File: src/rtl/fsab_arbiter.sv
// Two-client FSAB request arbiter: per-client beat FIFOs merged onto one fsabo stream,
// write bursts kept atomic. Define FSAB_ARB_FIXED_PRIO_EN for fixed client-0-first priority.
module fsab_arbiter #(
  parameter int FIFO_DEPTH   = 8,
  parameter int FIFO_AW      = 3,
  parameter int DOWN_CREDITS = 16,
  parameter int CRED_W       = 5,
  parameter int FSAB_REQ_HI  = 0,
  parameter int FSAB_DID_HI  = 3,
  parameter int FSAB_ADDR_HI = 30,
  parameter int FSAB_LEN_HI  = 3,
  parameter int DATA_HI      = 63,
  parameter int MASK_HI      = 7
) (
  input  logic                  clk,
  input  logic                  Nrst,
  input  logic                  c0_fsabo_valid,
  input  logic [FSAB_REQ_HI:0]  c0_fsabo_mode,
  input  logic [FSAB_DID_HI:0]  c0_fsabo_did,
  input  logic [FSAB_DID_HI:0]  c0_fsabo_subdid,
  input  logic [FSAB_ADDR_HI:0] c0_fsabo_addr,
  input  logic [FSAB_LEN_HI:0]  c0_fsabo_len,
  input  logic [DATA_HI:0]      c0_fsabo_data,
  input  logic [MASK_HI:0]      c0_fsabo_mask,
  output logic                  c0_fsabo_credit,
  input  logic                  c1_fsabo_valid,
  input  logic [FSAB_REQ_HI:0]  c1_fsabo_mode,
  input  logic [FSAB_DID_HI:0]  c1_fsabo_did,
  input  logic [FSAB_DID_HI:0]  c1_fsabo_subdid,
  input  logic [FSAB_ADDR_HI:0] c1_fsabo_addr,
  input  logic [FSAB_LEN_HI:0]  c1_fsabo_len,
  input  logic [DATA_HI:0]      c1_fsabo_data,
  input  logic [MASK_HI:0]      c1_fsabo_mask,
  output logic                  c1_fsabo_credit,
  output logic                  fsabo_valid,
  output logic [FSAB_REQ_HI:0]  fsabo_mode,
  output logic [FSAB_DID_HI:0]  fsabo_did,
  output logic [FSAB_DID_HI:0]  fsabo_subdid,
  output logic [FSAB_ADDR_HI:0] fsabo_addr,
  output logic [FSAB_LEN_HI:0]  fsabo_len,
  output logic [DATA_HI:0]      fsabo_data,
  output logic [MASK_HI:0]      fsabo_mask,
  input  logic                  fsabi_credit
);

  localparam logic [FSAB_REQ_HI:0] FSAB_WRITE = 1;
  localparam logic [FSAB_LEN_HI:0] LEN_ONE    = 1;
  localparam logic [CRED_W-1:0]    CRED_MAX   = CRED_W'(DOWN_CREDITS);

  typedef struct packed {
    logic [FSAB_REQ_HI:0]  mode;
    logic [FSAB_DID_HI:0]  did;
    logic [FSAB_DID_HI:0]  subdid;
    logic [FSAB_ADDR_HI:0] addr;
    logic [FSAB_LEN_HI:0]  len;
    logic [DATA_HI:0]      data;
    logic [MASK_HI:0]      mask;
  } beat_t;

  typedef enum logic {IDLE, BURST} state_t;

  beat_t               fifo_mem [2][FIFO_DEPTH];
  logic [FIFO_AW:0]    wr_ptr [2];
  logic [FIFO_AW:0]    rd_ptr [2];
  beat_t               in_beat [2];
  beat_t               head [2];
  logic [1:0]          in_vld, empty, full, push, pop;

  state_t              state, state_n;
  logic                gnt, gnt_n, sel, issue, have_cred;
  logic [1:0]          eligible;
  logic [FSAB_LEN_HI:0] remain, remain_n;
  logic [CRED_W-1:0]   down_cred, down_cred_n;
`ifndef FSAB_ARB_FIXED_PRIO_EN
  logic                rr_last, rr_last_n;
`endif

  beat_t               out_beat_p1;
  logic                vld_p1;
  logic [1:0]          pop_p1, cred_p2;

  assign in_vld     = {c1_fsabo_valid, c0_fsabo_valid};
  assign in_beat[0] = {c0_fsabo_mode, c0_fsabo_did, c0_fsabo_subdid, c0_fsabo_addr,
                       c0_fsabo_len, c0_fsabo_data, c0_fsabo_mask};
  assign in_beat[1] = {c1_fsabo_mode, c1_fsabo_did, c1_fsabo_subdid, c1_fsabo_addr,
                       c1_fsabo_len, c1_fsabo_data, c1_fsabo_mask};

  // Extra pointer bit distinguishes full from empty when the indices match.
  always_comb begin
    for (int i = 0; i < 2; i++) begin
      empty[i] = (wr_ptr[i] == rd_ptr[i]);
      full[i]  = (wr_ptr[i][FIFO_AW] != rd_ptr[i][FIFO_AW]) &&
                 (wr_ptr[i][FIFO_AW-1:0] == rd_ptr[i][FIFO_AW-1:0]);
      head[i]  = fifo_mem[i][rd_ptr[i][FIFO_AW-1:0]];
    end
  end

  // A pop on the same edge frees a slot, so a push into a full FIFO is still accepted.
  assign push = in_vld & (~full | pop);

  always_ff @(posedge clk) begin
    for (int i = 0; i < 2; i++) begin
      if (push[i]) fifo_mem[i][wr_ptr[i][FIFO_AW-1:0]] <= in_beat[i];
    end
  end

  always_ff @(posedge clk) begin
    if (!Nrst) begin
      for (int i = 0; i < 2; i++) begin
        wr_ptr[i] <= '0;
        rd_ptr[i] <= '0;
      end
    end else begin
      for (int i = 0; i < 2; i++) begin
        if (push[i]) wr_ptr[i] <= wr_ptr[i] + 1'b1;
        if (pop[i])  rd_ptr[i] <= rd_ptr[i] + 1'b1;
      end
    end
  end

  assign have_cred = (down_cred != '0);

  always_comb begin
    state_n  = state;
    gnt_n    = gnt;
    remain_n = remain;
    sel      = gnt;
    issue    = 1'b0;
    pop      = '0;
    eligible = ~empty & {2{have_cred}};
`ifndef FSAB_ARB_FIXED_PRIO_EN
    rr_last_n = rr_last;
`endif
    case (state)
      IDLE: begin
`ifdef FSAB_ARB_FIXED_PRIO_EN
        sel = !eligible[0];
`else
        if (&eligible) sel = ~rr_last;
        else           sel = !eligible[0];
`endif
        issue = |eligible;
        if (issue) begin
`ifndef FSAB_ARB_FIXED_PRIO_EN
          rr_last_n = sel;
`endif
          // len 0 and 1 writes are single-beat packets, like reads.
          if (head[sel].mode == FSAB_WRITE && head[sel].len > LEN_ONE) begin
            state_n  = BURST;
            gnt_n    = sel;
            remain_n = head[sel].len - LEN_ONE;
          end
        end
      end
      BURST: begin
        sel   = gnt;
        issue = !empty[gnt] && have_cred;
        if (issue) begin
          remain_n = remain - LEN_ONE;
          if (remain == LEN_ONE) state_n = IDLE;
        end
      end
      default: state_n = IDLE;
    endcase
    if (issue) pop[sel] = 1'b1;
  end

  // Returned credits above the reset grant are ignored.
  always_comb begin
    down_cred_n = down_cred;
    if (issue && !fsabi_credit)
      down_cred_n = down_cred - 1'b1;
    else if (!issue && fsabi_credit && down_cred != CRED_MAX)
      down_cred_n = down_cred + 1'b1;
  end

  // Control stage: FSM, credits, valid and credit-return pipeline
  always_ff @(posedge clk) begin
    if (!Nrst) begin
      state     <= IDLE;
      gnt       <= 1'b0;
      remain    <= '0;
      down_cred <= CRED_MAX;
      vld_p1    <= 1'b0;
      pop_p1    <= '0;
      cred_p2   <= '0;
`ifndef FSAB_ARB_FIXED_PRIO_EN
      rr_last   <= 1'b1;
`endif
    end else begin
      state     <= state_n;
      gnt       <= gnt_n;
      remain    <= remain_n;
      down_cred <= down_cred_n;
      vld_p1    <= issue;
      pop_p1    <= pop;
      cred_p2   <= pop_p1;
`ifndef FSAB_ARB_FIXED_PRIO_EN
      rr_last   <= rr_last_n;
`endif
    end
  end

  // Output data stage: holds the last issued beat while valid is low
  always_ff @(posedge clk) begin
    if (!Nrst)      out_beat_p1 <= '0;
    else if (issue) out_beat_p1 <= head[sel];
  end

  assign fsabo_valid     = vld_p1;
  assign fsabo_mode      = out_beat_p1.mode;
  assign fsabo_did       = out_beat_p1.did;
  assign fsabo_subdid    = out_beat_p1.subdid;
  assign fsabo_addr      = out_beat_p1.addr;
  assign fsabo_len       = out_beat_p1.len;
  assign fsabo_data      = out_beat_p1.data;
  assign fsabo_mask      = out_beat_p1.mask;
  assign c0_fsabo_credit = cred_p2[0];
  assign c1_fsabo_credit = cred_p2[1];

endmodule
File: config.mk
export PLATFORM = sky130hd
export DESIGN_NAME = fsab_arbiter
export DESIGN_NICKNAME = d
export VERILOG_FILES = /design/src/rtl/fsab_arbiter.sv
export SDC_FILE = /design/constraint.sdc
export NUM_CORES = 2
export LEC_CHECK = 0
export BUFFER_PORTS_ARGS = -buffer_cell sky130_fd_sc_hd__buf_4
export CORE_MARGIN = 2
export CORE_UTILIZATION = 55
export DETAILED_ROUTE_END_ITERATION = 16
export HOLD_SLACK_MARGIN = 0.12
export PLACE_DENSITY = 0.79
export SYNTH_ARGS = -nofsm -noshare
export SYNTH_HDL_FRONTEND = slang
export SYNTH_SLANG_ARGS = --single-unit
File: constraint.sdc
create_clock -name clk -period 14.8 [get_ports clk]
set_input_delay 0.74 -clock clk [delete_from_list [all_inputs] [get_ports clk]]
set_output_delay 0.74 -clock clk [all_outputs]
set_load 0.005 [all_outputs]
==> out/qor.txt <==
Prevailing post-synth register cell: sky130_fd_sc_hd__edfxtp_1
Vias: 37.7k
Post-route worst hold slack: 0.167 ns
PortBufs: 355
GR peak layer: met2
Fmax: 179 MHz
Flop and latch count out of synthesis: 2,005
GRT Overall Usage: 25.4%
TritonCTS clock tree: done
Switching Fraction: 30.3%
CP max stage cell: sky130_fd_sc_hd__buf_4
Library cell occupying the most area in the post-synthesis netlist: sky130_fd_sc_hd__edfxtp_1
Maximum single-stage delay on the critical path: 0.85 ns
Clock sink count: 2,005
Number of global-route vias before repair: 38.4k
Cell repeated most along the worst path: sky130_fd_sc_hd__buf_4
Area growth from synthesis to final layout: 17.1%
Power share of the clock group: 28.5%
Unique cell type count in the Yosys netlist: 60
Largest fanout on the critical path: 48
Met1 layer usage reported by global route: 34.8%
Result of the run: finished, final reports clean
Ratio of cells with drive above 1 in the final layout: 28.3%
Cell with the most instances after synthesis: sky130_fd_sc_hd__edfxtp_1
Initial cell density of the core: 55.2%
Minimum clock period after layout: 5.58 ns
Post-Route Setup TNS: 0 ns
Top cells by area, synth: sky130_fd_sc_hd__edfxtp_1 74%, sky130_fd_sc_hd__mux4_2 14%, sky130_fd_sc_hd__dfxtp_1 3.5%, sky130_fd_sc_hd__mux2i_1 2.8%, sky130_fd_sc_hd__nor2_1 0.76%
Synth top area share: 74.2%
Cell count after placement: 5,481
Detailed Routing Iterations Pass 1: 5
Min-Delay Path Class: input pin to register
Via/cell ratio: 6.22
Crit. End Element: register
CP Data Arrival Time: 6.26 ns
Final cycle utilization of the critical path: 37.7%
Final-report max-slew violation count: 0
Net switching power figure: 5.03 mW
Area inside the core boundary: 0.137 mm²
Portion of total power attributed to combinational logic: 29.3%
Final ANT Viol Nets: 0
Post-Route Utilization: 64.7%
Delay-heaviest family, CP: buffers and inverters
Root buffer selected by CTS: sky130_fd_sc_hd__clkbuf_16
Clock latency reported for the late side of the worst-skew pair: 0.83 ns
Filler Cell Count: 8,679
Count of routing violations after the opening detailed-route iteration: 4,115
Global Route met3 Usage: 6.49%
Setup Viol. Count Final: 0
I/O pin count: 356
Post-synthesis sequential area ratio: 77.7%
Number of buffers created by CTS: 190
Startpoint types: register
Share of synthesized registers carrying an async set or reset: 0%
Number of endpoints with negative hold slack in the final report: 0
DR DRC count: 0
Buffers inserted by post-CTS timing repair: 0
Worst-case clock skew: 0.0323 ns
Largest net degree at the start of global routing: 154
Final total power: 16.6 mW
Cell-by-cell listing of the critical path: buf_4 -> buf_4 -> buf_4 -> buf_4 -> buf_4 -> mux4_2 -> mux2i_1 -> o22ai_1 -> a21oi_1 -> nor2_1
Die span in x: 375 µm
Number of max-capacitance violations reported: 0
FP Rows: 136
Synthesized net count: 3,710
Drt total wl: 178 mm
Max-slew headroom at the worst pin: 21.9%
Number of buffers and inverters on the critical path: 5
Type of the worst setup path: register to register
Total power per unit cell area: 187 mW/mm²
Total die area: 0.141 mm²
Die Y: 375 µm
Count of warnings emitted by yosys: 0
Number of flops mapped to enable cells by yosys: 1,872
Synthesized instance count: 3,461
Gpl congestion: 0.811
H-tree depth reported by CTS: 4
Share of total power in sequential cells: 42.2%
Combined area of all synthesized cells: 0.0758 mm²
Clock-pin slew reported for the worst setup and hold paths after clock tree synthesis: 0.06 ns
RSZ-0062 raised after global routing: no
WL/cell: 29.4 µm
Maximum clock path buffer count: 3
Global route overflow: 0
Leakage power total: 28.9 nW
Post-synth top cells: 1,872 x sky130_fd_sc_hd__edfxtp_1, 464 x sky130_fd_sc_hd__mux4_2, 213 x sky130_fd_sc_hd__mux2i_1
Crit path required time: 15.48 ns
HPWL after detailed placement: 97.6 mm
Number of antenna violations at the first check in global routing: 51
Post-Syn Area per Cell: 21.9 µm²
First-pass GRT wire length: 259 mm
Internal cell power: 11.6 mW
Nets@finish: 4,331
Count of non-filler cells in the finished layout: 6,060
Hold buffer count at CTS: 203
Cts repair resizes: 0
Measured slew at the worst slew-check pin: 1.17 ns
Global-route met2 utilization: 40.8%
Maximum VDD drop: 0.000178 V
-- flip-flops by register name (all words and copies together) (netlist names) --
name	cells
gnt	1
fsabo_mode	1
remain	4
cred_p2	2
state	1
rr_last	1
fsabo_did	4
fsabo_valid	1
fsabo_subdid	4
fsabo_data	64
fsabo_len	4
fifo_mem	1856
rd_ptr	8
wr_ptr	8
fsabo_addr	31
pop_p1	2
fsabo_mask	8
down_cred	5
-- stage by stage --
| step | cell area, µm² | setup WS [ns] |
|---|---|---|
| detailed placement | 80500 | 9.12 |
| global route | 88700 | 8.65 |
| CTS | 88700 | 9.02 |
| finish | 88700 | 9.22 |
| floorplan | 75800 | 1.09 |
| global placement | 80500 | 9.17 |
-- cell usage in the layout (no fill, tap or decap), types with 14 or more instances in the layout --
cell,Yosys,final
sky130_fd_sc_hd__edfxtp_1,1872,1872
sky130_fd_sc_hd__mux4_2,464,464
sky130_fd_sc_hd__buf_4,1,409
sky130_fd_sc_hd__mux2i_1,213,213
sky130_fd_sc_hd__dlygate4sd3_1,0,203
sky130_fd_sc_hd__clkbuf_16,0,193
sky130_fd_sc_hd__nor2_1,154,145
sky130_fd_sc_hd__dfxtp_1,133,133
sky130_fd_sc_hd__a21oi_1,94,94
sky130_fd_sc_hd__o22ai_1,82,82
sky130_fd_sc_hd__clkbuf_1,106,58
sky130_fd_sc_hd__clkinv_1,1,35
sky130_fd_sc_hd__nand2_1,34,34
sky130_fd_sc_hd__clkinv_2,0,30
sky130_fd_sc_hd__nor3_1,26,20
sky130_fd_sc_hd__mux2_2,19,19
sky130_fd_sc_hd__clkbuf_8,0,19
sky130_fd_sc_hd__a221oi_1,17,17
sky130_fd_sc_hd__diode_2,0,15
sky130_fd_sc_hd__xnor2_1,14,14
-- cell families (layout without fill, tap and decap cells) --
family | count (synthesis) | after routing | share of synthesized area [%]
buf+inv | 206 | 996 | 1.18
simple gates | 262 | 262 | 1.50
fa+ha+maj | 12 | 12 | 0.208
compound gates | 256 | 256 | 2.21
flops | 2005 | 2005 | 77.7
other cells | 0 | 15 | 0
mux | 700 | 700 | 17.0
xor+xnor | 20 | 20 | 0.241
-- area by class of cell --
cell class	instances	area, µm²	area share [%]
diodes	15	37.5	0.0423
clock buffers	270	5310	5.98
clock inverters	91	820	0.924
inverters	15	58.8	0.0663
multi-input cells	1250	16100	18.2
flip-flops and latches	2005	58900	66.3
well taps	1794	2240	2.53
repair buffers	620	5260	5.93
-- worst paths after layout --
check | from | to | slack (ns) | cells after the start
hold / removal | c1_fsabo_data[53] | fifo_mem[0][1337] | 0.17 | 1
setup / recovery | rd_ptr[0][0] | fsabo_data[9] | 9.22 | 10
setup reg to reg | rd_ptr[0][0] | fsabo_data[9] | 9.22 | 10
hold reg to reg | pop_p1[1] | cred_p2[1] | 0.43 | 1
-- power by group through the flow --
stage / registers [mW] / logic [mW] / clock network (mW)
floorplan: 7.12 / 3.29 / 0
global placement: 7.10 / 4.71 / 0
detailed placement: 7.12 / 4.78 / 0
CTS: 7.01 / 4.89 / 4.80
global route: 7.05 / 5.18 / 5.00
finish: 7.01 / 4.86 / 4.74
-- metal layers --
| layer | vias to the layer above | part of all wire, % |
|---|---|---|
| li1 | 15713 | - |
| met1 | 19742 | 38 |
| met2 | 1861 | 49 |
| met3 | 339 | 9.8 |
| met4 | 64 | 2.8 |
| met5 | - | 0.21 |
No activity file was read; power rests on OpenSTA's default activity.
